<file path="config.mk">
export PLATFORM = sky130hd
export DESIGN_NAME = sha256_round_ctrl
export DESIGN_NICKNAME = d
export VERILOG_FILES = /design/src/rtl/sha256_ctrl_pkg.sv /design/src/rtl/sha256_round_counter.sv /design/src/rtl/sha256_round_ctrl.sv
export SDC_FILE = /design/constraint.sdc
export NUM_CORES = 1
export LEC_CHECK = 0
export CAP_MARGIN = 20
export CORE_MARGIN = 2
export CORE_UTILIZATION = 44
export CTS_CLUSTER_DIAMETER = 200
export DETAILED_ROUTE_END_ITERATION = 10
export HOLD_SLACK_MARGIN = 0.08
export PLACE_DENSITY = 0.85
export REMOVE_ABC_BUFFERS = 1
export SLEW_MARGIN = 20
export SYNTH_ARGS = -nofsm -noshare
export SYNTH_HDL_FRONTEND = slang
export SYNTH_SLANG_ARGS = --single-unit
</file>
<file path="constraint.sdc">
create_clock -name clock -period 2.25 [get_ports clock]
set_clock_uncertainty 0.15 [all_clocks]
set_input_delay 0.675 -clock clock [delete_from_list [all_inputs] [get_ports clock]]
set_output_delay 0.675 -clock clock [all_outputs]
set_load 0.02 [all_outputs]
</file>
<file path="src/rtl/sha256_ctrl_pkg.sv">
// sha256_ctrl_pkg
//   Shared constants for the SHA-256 round control sequencer: the FSM state
//   encoding (also exported as phase_code), per-block word and round counts,
//   and the round at which W switches to the schedule recurrence.
package sha256_ctrl_pkg;

  typedef enum logic [2:0] {
    S_IDLE   = 3'b000,
    S_LOAD   = 3'b001,
    S_ROUND  = 3'b010,
    S_UPDATE = 3'b011,
    S_DONE   = 3'b100
  } state_e;

  localparam int NUM_WORDS    = 16;
  localparam int NUM_ROUNDS   = 64;
  localparam int SCHED_THRESH = 16;

endpackage

</file>
<file path="src/rtl/sha256_round_counter.sv">
// sha256_round_counter
//   Up-counter with synchronous clear and enable plus a terminal-count flag.
//   Shared by the message word index (4 bits, terminal 15) and the round
//   index (6 bits, terminal 63). Wraps naturally past the terminal value.
// Ports:
//   clock, reset  - rising-edge clock, synchronous active-high reset
//   clr_i         - clear to zero (wins over en_i)
//   en_i          - increment
//   cnt_o         - current count
//   tc_o          - count equals TERM
module sha256_round_counter #(
  parameter int               WIDTH = 6,
  parameter logic [WIDTH-1:0] TERM  = '1
) (
  input  logic             clock,
  input  logic             reset,
  input  logic             clr_i,
  input  logic             en_i,
  output logic [WIDTH-1:0] cnt_o,
  output logic             tc_o
);

  logic [WIDTH-1:0] cnt_q, cnt_d;

  always_comb begin
    cnt_d = cnt_q;
    if (clr_i)      cnt_d = '0;
    else if (en_i)  cnt_d = cnt_q + WIDTH'(1);
  end

  always_ff @(posedge clock) begin
    if (reset) cnt_q <= '0;
    else       cnt_q <= cnt_d;
  end

  assign cnt_o = cnt_q;
  assign tc_o  = (cnt_q == TERM);

endmodule

</file>
<file path="src/rtl/sha256_round_ctrl.sv">
// sha256_round_ctrl
//   Control sequencer for the SHA-256 compression datapath. Per 512-bit block
//   it reads 16 message words, runs 64 rounds, then one hash-update cycle;
//   after the last block it pulses done for one cycle.
// Ports:
//   clock, reset   - rising-edge clock, synchronous active-high reset
//   start          - request, only looked at in IDLE
//   num_blocks     - block count, latched with start (0 = ignore request)
//   read_en        - message-memory read strobe (LOAD)
//   read_addr      - {block_idx, word_idx}, zero outside LOAD
//   h_init         - load H0..H7, first LOAD cycle of block 0
//   round_idx      - round 0..63, zero outside ROUND
//   w_sel          - 1 when W comes from the schedule recurrence
//   phase_code     - raw state encoding for the downstream pipeline register
//   busy           - not IDLE
//   done           - one-cycle completion pulse
// All outputs decode registered state only; no input-to-output paths.
module sha256_round_ctrl
  import sha256_ctrl_pkg::*;
#(
  parameter int BLOCK_AW = 4
) (
  input  logic                clock,
  input  logic                reset,
  input  logic                start,
  input  logic [BLOCK_AW-1:0] num_blocks,
  output logic                read_en,
  output logic [BLOCK_AW+3:0] read_addr,
  output logic                h_init,
  output logic [5:0]          round_idx,
  output logic                w_sel,
  output logic [2:0]          phase_code,
  output logic                busy,
  output logic                done
);

  state_e              state_q, state_d;
  logic [BLOCK_AW-1:0] nblk_q, nblk_d;
  logic [BLOCK_AW-1:0] blk_q, blk_d;
  logic [BLOCK_AW:0]   blk_nxt;

  logic       word_clr, word_en, word_tc;
  logic [3:0] word_cnt;
  logic       rnd_clr, rnd_en, rnd_tc;
  logic [5:0] rnd_cnt;

  sha256_round_counter #(.WIDTH(4), .TERM(4'(NUM_WORDS - 1))) u_word_cnt (
    .clock (clock),
    .reset (reset),
    .clr_i (word_clr),
    .en_i  (word_en),
    .cnt_o (word_cnt),
    .tc_o  (word_tc)
  );

  sha256_round_counter #(.WIDTH(6), .TERM(6'(NUM_ROUNDS - 1))) u_rnd_cnt (
    .clock (clock),
    .reset (reset),
    .clr_i (rnd_clr),
    .en_i  (rnd_en),
    .cnt_o (rnd_cnt),
    .tc_o  (rnd_tc)
  );

  // One extra bit so block_idx+1 cannot wrap before the unsigned compare.
  assign blk_nxt = {1'b0, blk_q} + (BLOCK_AW+1)'(1);

  always_comb begin
    state_d  = state_q;
    nblk_d   = nblk_q;
    blk_d    = blk_q;
    word_clr = 1'b0;
    word_en  = 1'b0;
    rnd_clr  = 1'b0;
    rnd_en   = 1'b0;
    unique case (state_q)
      S_IDLE: begin
        if (start && (num_blocks != '0)) begin
          nblk_d   = num_blocks;
          blk_d    = '0;
          word_clr = 1'b1;
          rnd_clr  = 1'b1;
          state_d  = S_LOAD;
        end
      end
      S_LOAD: begin
        // word_idx wraps 15 -> 0 on its own when leaving LOAD
        word_en = 1'b1;
        if (word_tc) begin
          rnd_clr = 1'b1;
          state_d = S_ROUND;
        end
      end
      S_ROUND: begin
        rnd_en = 1'b1;
        if (rnd_tc) state_d = S_UPDATE;
      end
      S_UPDATE: begin
        word_clr = 1'b1;
        if (blk_nxt < {1'b0, nblk_q}) begin
          blk_d   = blk_nxt[BLOCK_AW-1:0];
          state_d = S_LOAD;
        end else begin
          state_d = S_DONE;
        end
      end
      S_DONE:  state_d = S_IDLE;
      default: state_d = S_IDLE;   // illegal codes 101..111
    endcase
  end

  always_ff @(posedge clock) begin
    if (reset) begin
      state_q <= S_IDLE;
      nblk_q  <= '0;
      blk_q   <= '0;
    end else begin
      state_q <= state_d;
      nblk_q  <= nblk_d;
      blk_q   <= blk_d;
    end
  end

  assign read_en    = (state_q == S_LOAD);
  assign read_addr  = read_en ? {blk_q, word_cnt} : '0;
  assign h_init     = read_en && (blk_q == '0) && (word_cnt == '0);
  assign round_idx  = (state_q == S_ROUND) ? rnd_cnt : '0;
  assign w_sel      = (state_q == S_ROUND) && (rnd_cnt >= 6'(SCHED_THRESH));
  assign phase_code = state_q;
  assign busy       = (state_q != S_IDLE);
  assign done       = (state_q == S_DONE);

endmodule

</file>
==> results by group, run 1 <==
Run status
  – Outcome: finished with violations
  – Failing checks: negative setup slack

Floorplanning
  – Core area: roughly 2700 sq um
  – Die area: 3240 sq um
  – FP Rows: 19
  – DIE WIDTH: ~57 um
  – Initial Util: 0.454
  – # IOs: 29
  – Die Span Y: 56.9 um

STA
  – Final WS setup: -0.0975 ns
  – Fin. Hold Viols: 0
  – Min Tclk post-route: 2.35 ns
  – Max-slew headroom: 0.723
  – Max Fclk: 426 MHz
  – Worst Tran Pin Value: 0.415 ns
  – RSZ-0062 raised after global routing: true
  – Final Cycle Share: 1.04
  – Max-slew violations: 0
  – Setup violators final: 7

Setup path
  – CP endpoint kind: register
  – Required @ worst endpoint: 2.35 ns
  – CP Launch Type: register
  – Crit path max fanout: 4
  – Worst R2R Start: blk_q[1]
  – Crit path DAT: roughly 2.5 ns
  – Reg2Reg Capture Point: blk_q[2]
  – R2r setup slk: -0.1 ns
  – R2R depth: 9
  – WS Path Type: register to register

Synth
  – #FFs+latches synth: 21
  – Mean Syn Cell Area: 8.49 sq um
  – Post-synth top area cell: dfxtp_1
  – Mapped cell area: 1230 sq um
  – Yosys cell types: 36
  – Synthesized instance count: 145
  – EDFF count, synth: 0
  – Post-synth top area share: 0.341
  – Synth top area cells: dfxtp_1 34%, ha_1 8.1%, and2_1 7.1%
  – Sequential element share of the synthesized area: 0.341
  – Synth async-reset ratio: 0
  – Ys flop type: dfxtp_1
  – Yosys warning total: 0

Routing
  – Antenna Violating Nets Remaining: 0
  – Via count of the routed design: between 1k and 1.5k
  – DR WL/cell: 15.9 um
  – DRC: 0
  – Vias per inst: about 5.6
  – Total Routed Length: 3780 um
  – Iteration-0 DRC count of the detailed router: 51
  – Drt first pass iters: 4

Finish
  – Antenna Cells: 0
  – Fill cell count: 219
  – Synth-to-Final Area Change: 55.1%
  – Commonest non-fill, non-tap cell in the layout: buf_4
  – Nets: 222
  – Share of cells above drive strength 1: 0.417
  – Commonest cells after routing, fill and taps aside: 31 x buf_4, 17 x nand2_1, 15 x dfxtp_1

Power and ir drop
  – Part of the power in combinational logic: 0.217
  – Peak supply drop: 0.000342 V
  – Part of the power in registers: 0.526
  – Cell-internal power: 523 uW
  – Clock power share: 0.257
  – Leakage: 0.839 nW
  – Switch Pwr: 207 uW
  – P per Cell Area: 382 nW/um^2
  – Sw Ratio: 0.283
  – Pwr Total: ~730 uW

Global route
  – GRT Util Overall: 0.217
  – Initial antenna violation count: 0
  – Vias in the first global route: 1358
  – Grt ovf: 0
  – Largest net degree at the start of global routing: 17
  – First-pass GRT wire length: 5600 um

Clock tree
  – H-tree depth: 1
  – Max clock buf depth: 2
  – Total CTS buffers: 3
  – CTS Root Cell: clkbuf_4
  – CTS tree: done
  – Sink Count: 21
  – Clk slew on worst S/H paths: 0.12 ns
  – Skew-Pair Late Insertion Delay: 0.31 ns

Worst hold path
  – Hold EP: nblk_q[3]
  – WHS Path Cells: 2
  – Worst min-delay path category: register to register
  – Worst Min Path Start: nblk_q[3]

Placement
  – Post-DP HPWL: 2520 um
  – GP Congestion: 0.789
  – Port bufs: 28
  – Setup slack after placement: -0.264 ns

Flow run
  – Max Cap Viol: 0
-- cell families (layout without fill, tap and decap cells) --
| kind of cell | after synthesis | count (layout) | share of synthesized area |
|---|---|---|---|
| and+or+nand+nor | 70 | 70 | 0.321 |
| DFF | 21 | 21 | 0.341 |
| AOI/OAI and AO/OA | 20 | 20 | 0.124 |
| buffers and inverters | 15 | 76 | 0.0528 |
| xor gates and xnor gates | 10 | 10 | 0.0711 |
| adders and majority gates | 8 | 8 | 0.0813 |
| muxes | 1 | 1 | 0.00813 |
-- critical path, stage by stage, from the launching register on --
cell and delay (ns):
dfxtp_4 0.38, ha_4 0.17, xor2_2 0.14, ha_1 0.31, a21o_1 0.18, a31oi_2 0.18, buf_4 0.16, o211ai_4 0.10
or3_4 0.40, a21oi_2 0.12
-- Yosys cell counts, types with 2 or more instances --
library cell  number
nor4_1             5
xor2_1             6
clkbuf_1           2
a21oi_1           10
inv_1             10
nand3_1            7
nand2_1           17
nand4_1            4
xnor2_1            4
o211a_1            2
ha_1               8
nor3b_1            2
nor2_1            12
dfxtp_1           21
and2_1            14
-- power by group through the flow --
stage	registers (mW)	clock network, mW	logic (mW)
after floorplan	0.396	0	0.0596
after global placement	0.392	0	0.124
after detailed placement	0.393	0	0.130
after CTS	0.384	0.185	0.134
after global routing	0.384	0.208	0.167
final	0.383	0.188	0.158
-- worst max-delay path by stage --
stage,startpoint,to,slack [ns]
2_1_floorplan,phase_code[1],w_sel,-0.35
3_3_place_gp,num_blocks[0],blk_q[0],-0.21
3_5_place_dp,num_blocks[0],blk_q[0],-0.26
4_1_cts,phase_code[1],w_sel,-0.12
5_1_grt,blk_q[1],blk_q[2],-0.14
6_report,blk_q[1],blk_q[2],-0.1
-- sequential cells by signal, indices dropped and copies added (netlist names) --
signal and flops:
phase_code 3, nblk_q 4, u_rnd_cnt.cnt_o 6, u_word_cnt.cnt_o 4, blk_q 4
-- routing by layer --
| metal | up-vias | GRT usage | share of wire |
|---|---|---|---|
| li1 | 621 | - | - |
| met4 | 0 | 0.110 | 0.045 |
| met2 | 46 | 0.420 | 0.53 |
| met3 | 22 | 0.0323 | 0.034 |
| met1 | 629 | 0.219 | 0.39 |
| met5 | - | 0 | 0 |
-- timing repair --
action | CTS | global route
setup endpoints to repair | 24 | 23
gates resized for setup | 61 | 59
pin swaps | 4 | 7
hold buffers | 0 | 0
cloned | 0 | 1
buffers inserted | 5 | 5
-- metrics by stage --
| step | hold WS, ns | TNS [ns] | utilization | std cells | instance area (sq um) |
|---|---|---|---|---|---|
| after floorplan | 0.280 | -2.80 | - | 141 | 1210 |
| after global placement | 0.298 | -3.17 | 0.629 | 222 | 1700 |
| after detailed placement | 0.306 | -4.72 | 0.629 | 222 | 1700 |
| after CTS | 0.323 | -0.697 | 0.663 | 231 | 1800 |
| after global routing | 0.336 | -1.15 | 0.705 | 237 | 1910 |
| final | 0.328 | -0.266 | 0.705 | 237 | 1910 |
-- final cells by class --
cell class                      count  area (sq um)  share of cell area
Clock buffer                        3          22.5              0.0118
Clock inverter                      1          5.00             0.00262
Inverter                           11          41.3              0.0216
Multi-Input combinational cell    109           835               0.437
Sequential cell                    21           433               0.227
Tap cell                           31          38.8              0.0203
Timing Repair Buffer               61           534               0.280
(Power assumes the default switching activity.)
==> run 2: changes to the inputs <==
--- a/config.mk
+++ b/config.mk
@@ -9,10 +9,12 @@
 export CORE_MARGIN = 2
 export CORE_UTILIZATION = 44
 export CTS_CLUSTER_DIAMETER = 200
+export CTS_CLUSTER_SIZE = 28
 export DETAILED_ROUTE_END_ITERATION = 10
 export HOLD_SLACK_MARGIN = 0.08
 export PLACE_DENSITY = 0.85
 export REMOVE_ABC_BUFFERS = 1
+export SKIP_CTS_REPAIR_TIMING = 1
 export SLEW_MARGIN = 20
 export SYNTH_ARGS = -nofsm -noshare
 export SYNTH_HDL_FRONTEND = slang
==> run 2 against run 1 <==
- the run still ends with negative setup slack left
- worst hold slack worse by 0.0034 ns
- power down 0.67%
- setup slack worse by 0.062 ns
- count of clock-buffer cells in the layout unchanged
- critical path depth unchanged
- largest power group unchanged
==> results by group, run 2 (synthesis results as in run 1) <==
Run status
  – Outcome: finished with violations
  – Failing checks: negative setup slack

Routing
  – Vias per inst: between 5 and 6
  – Total Routed Length: 3710 um
  – DRC: 0
  – Iteration-0 DRC count of the detailed router: 41
  – Antenna Violating Nets Remaining: 0
  – Via count of the routed design: 1295
  – Drt first pass iters: 4
  – DR WL/cell: ~16 um

Global route
  – Grt ovf: 0
  – Vias in the first global route: 1289
  – First-pass GRT wire length: 5350 um
  – Largest net degree at the start of global routing: 17
  – GRT Util Overall: 0.208
  – Initial antenna violation count: 0

Worst hold path
  – WHS Path Cells: 2
  – Worst min-delay path category: register to register

Setup path
  – WS Path Type: register to register
  – R2R depth: 9
  – CP Launch Type: register
  – Crit path DAT: between 2 and 3 ns
  – Required @ worst endpoint: 2.35 ns
  – CP endpoint kind: register
  – Crit path max fanout: 5

Flow run
  – Max Cap Viol: 0

STA
  – Setup violators final: 11
  – Final Cycle Share: 1.07
  – Min Tclk post-route: between 2 and 2.5 ns
  – RSZ-0062 raised after global routing: true
  – Fin. Hold Viols: 0
  – Max Fclk: just over 400 MHz
  – Max-slew violations: 0
  – Max-slew headroom: 0.735
  – Worst Tran Pin Value: 0.397 ns
  – Final WS setup: -0.160 ns

Power and ir drop
  – Peak supply drop: 0.000357 V
  – Pwr Total: 725 uW
  – P per Cell Area: 384 nW/um^2
  – Leakage: 0.902 nW

Clock tree
  – CTS tree: done
  – Max clock buf depth: 2
  – CTS Root Cell: clkbuf_4
  – Skew-Pair Late Insertion Delay: 0.31 ns
  – Clk slew on worst S/H paths: 0.11 ns
  – H-tree depth: 1
  – Sink Count: 21
  – Total CTS buffers: 3

Finish
  – Antenna Cells: 0
  – Share of cells above drive strength 1: 0.395
  – Nets: 221
  – Commonest cells after routing, fill and taps aside: 29 x buf_4, 17 x nand2_1, 16 x dfxtp_1
  – Synth-to-Final Area Change: 53.2%
  – Commonest non-fill, non-tap cell in the layout: buf_4
  – Max reg flops: 6

Floorplanning
  – Initial Util: 0.454
  – Core area: roughly 2700 sq um
  – FP Rows: 19
  – Die area: 3240 sq um
  – Die Span Y: about 57 um
  – # IOs: 29
  – DIE WIDTH: 56.9 um

Placement
  – GP Congestion: 0.789
  – Post-DP HPWL: 2520 um
  – Setup slack after placement: -0.264 ns
  – Port bufs: 28
==> run 2: cell count changes in the layout (fill, tap and decap cells not counted), moves of 2 or more <==
cell | before | now
dlygate4sd2_1 | 3 | 0
clkbuf_2 | 3 | 9
buf_4 | 31 | 29
dfxtp_2 | 4 | 2
buf_6 | 11 | 9
clkdlybuf4s15_2 | 3 | 0
buf_2 | 2 | 0
dlymetal6s2s_1 | 1 | 6
==> run 2: cell type report <==
cell class	count	area (sq um)
repair buffers	60	519
inverters	11	41.3
flip-flops and latches	21	434
multi-input cells	109	825
clock inverters	1	5.00
well taps	31	38.8
clock buffers	3	22.5
fillers	214	825
==> run 2: worst paths after layout <==
kind	slack, ns	endpoint	start
worst min register to register	0.32	nblk_q[3]	nblk_q[3]
worst max-delay path	-0.16	blk_q[2]	blk_q[1]
worst max register to register	-0.16	blk_q[2]	blk_q[1]
worst min-delay path	0.32	nblk_q[3]	nblk_q[3]
==> run 2: metrics by stage <==
stage | hold slack, ns | instance area (sq um) | utilization | cells | setup TNS [ns]
after floorplan | 0.280 | 1210 | - | 141 | -2.80
after global placement | 0.298 | 1700 | 0.629 | 222 | -3.17
after detailed placement | 0.306 | 1700 | 0.629 | 222 | -4.72
after CTS | 0.323 | 1730 | 0.639 | 226 | -8.04
after global routing | 0.348 | 1890 | 0.696 | 236 | -1.38
final | 0.324 | 1890 | 0.696 | 236 | -0.726
==> run 2: metal layers <==
layer,GRT usage,up-vias,part of all wire
met5,0,-,0
met4,0.0963,0,0.045
met3,0.0276,21,0.036
met2,0.402,50,0.53
met1,0.216,604,0.38
li1,-,620,-
==> run 2: power breakdown <==
group / internal [mW] / switching, mW / total (mW)
registers: 0.376 / 0.00528 / 0.382
clock network: 0.0665 / 0.114 / 0.181
logic: 0.0820 / 0.0803 / 0.162
total: 0.525 / 0.200 / 0.725
==> run 2: critical path, stage by stage (launching register included) <==
cell and delay, ns:
dfxtp_4 0.39, ha_4 0.14, xor2_1 0.21, ha_1 0.30, a21o_1 0.19, a31oi_2 0.23, buf_4 0.18, o211ai_4 0.10
or3_4 0.35, a21oi_2 0.12
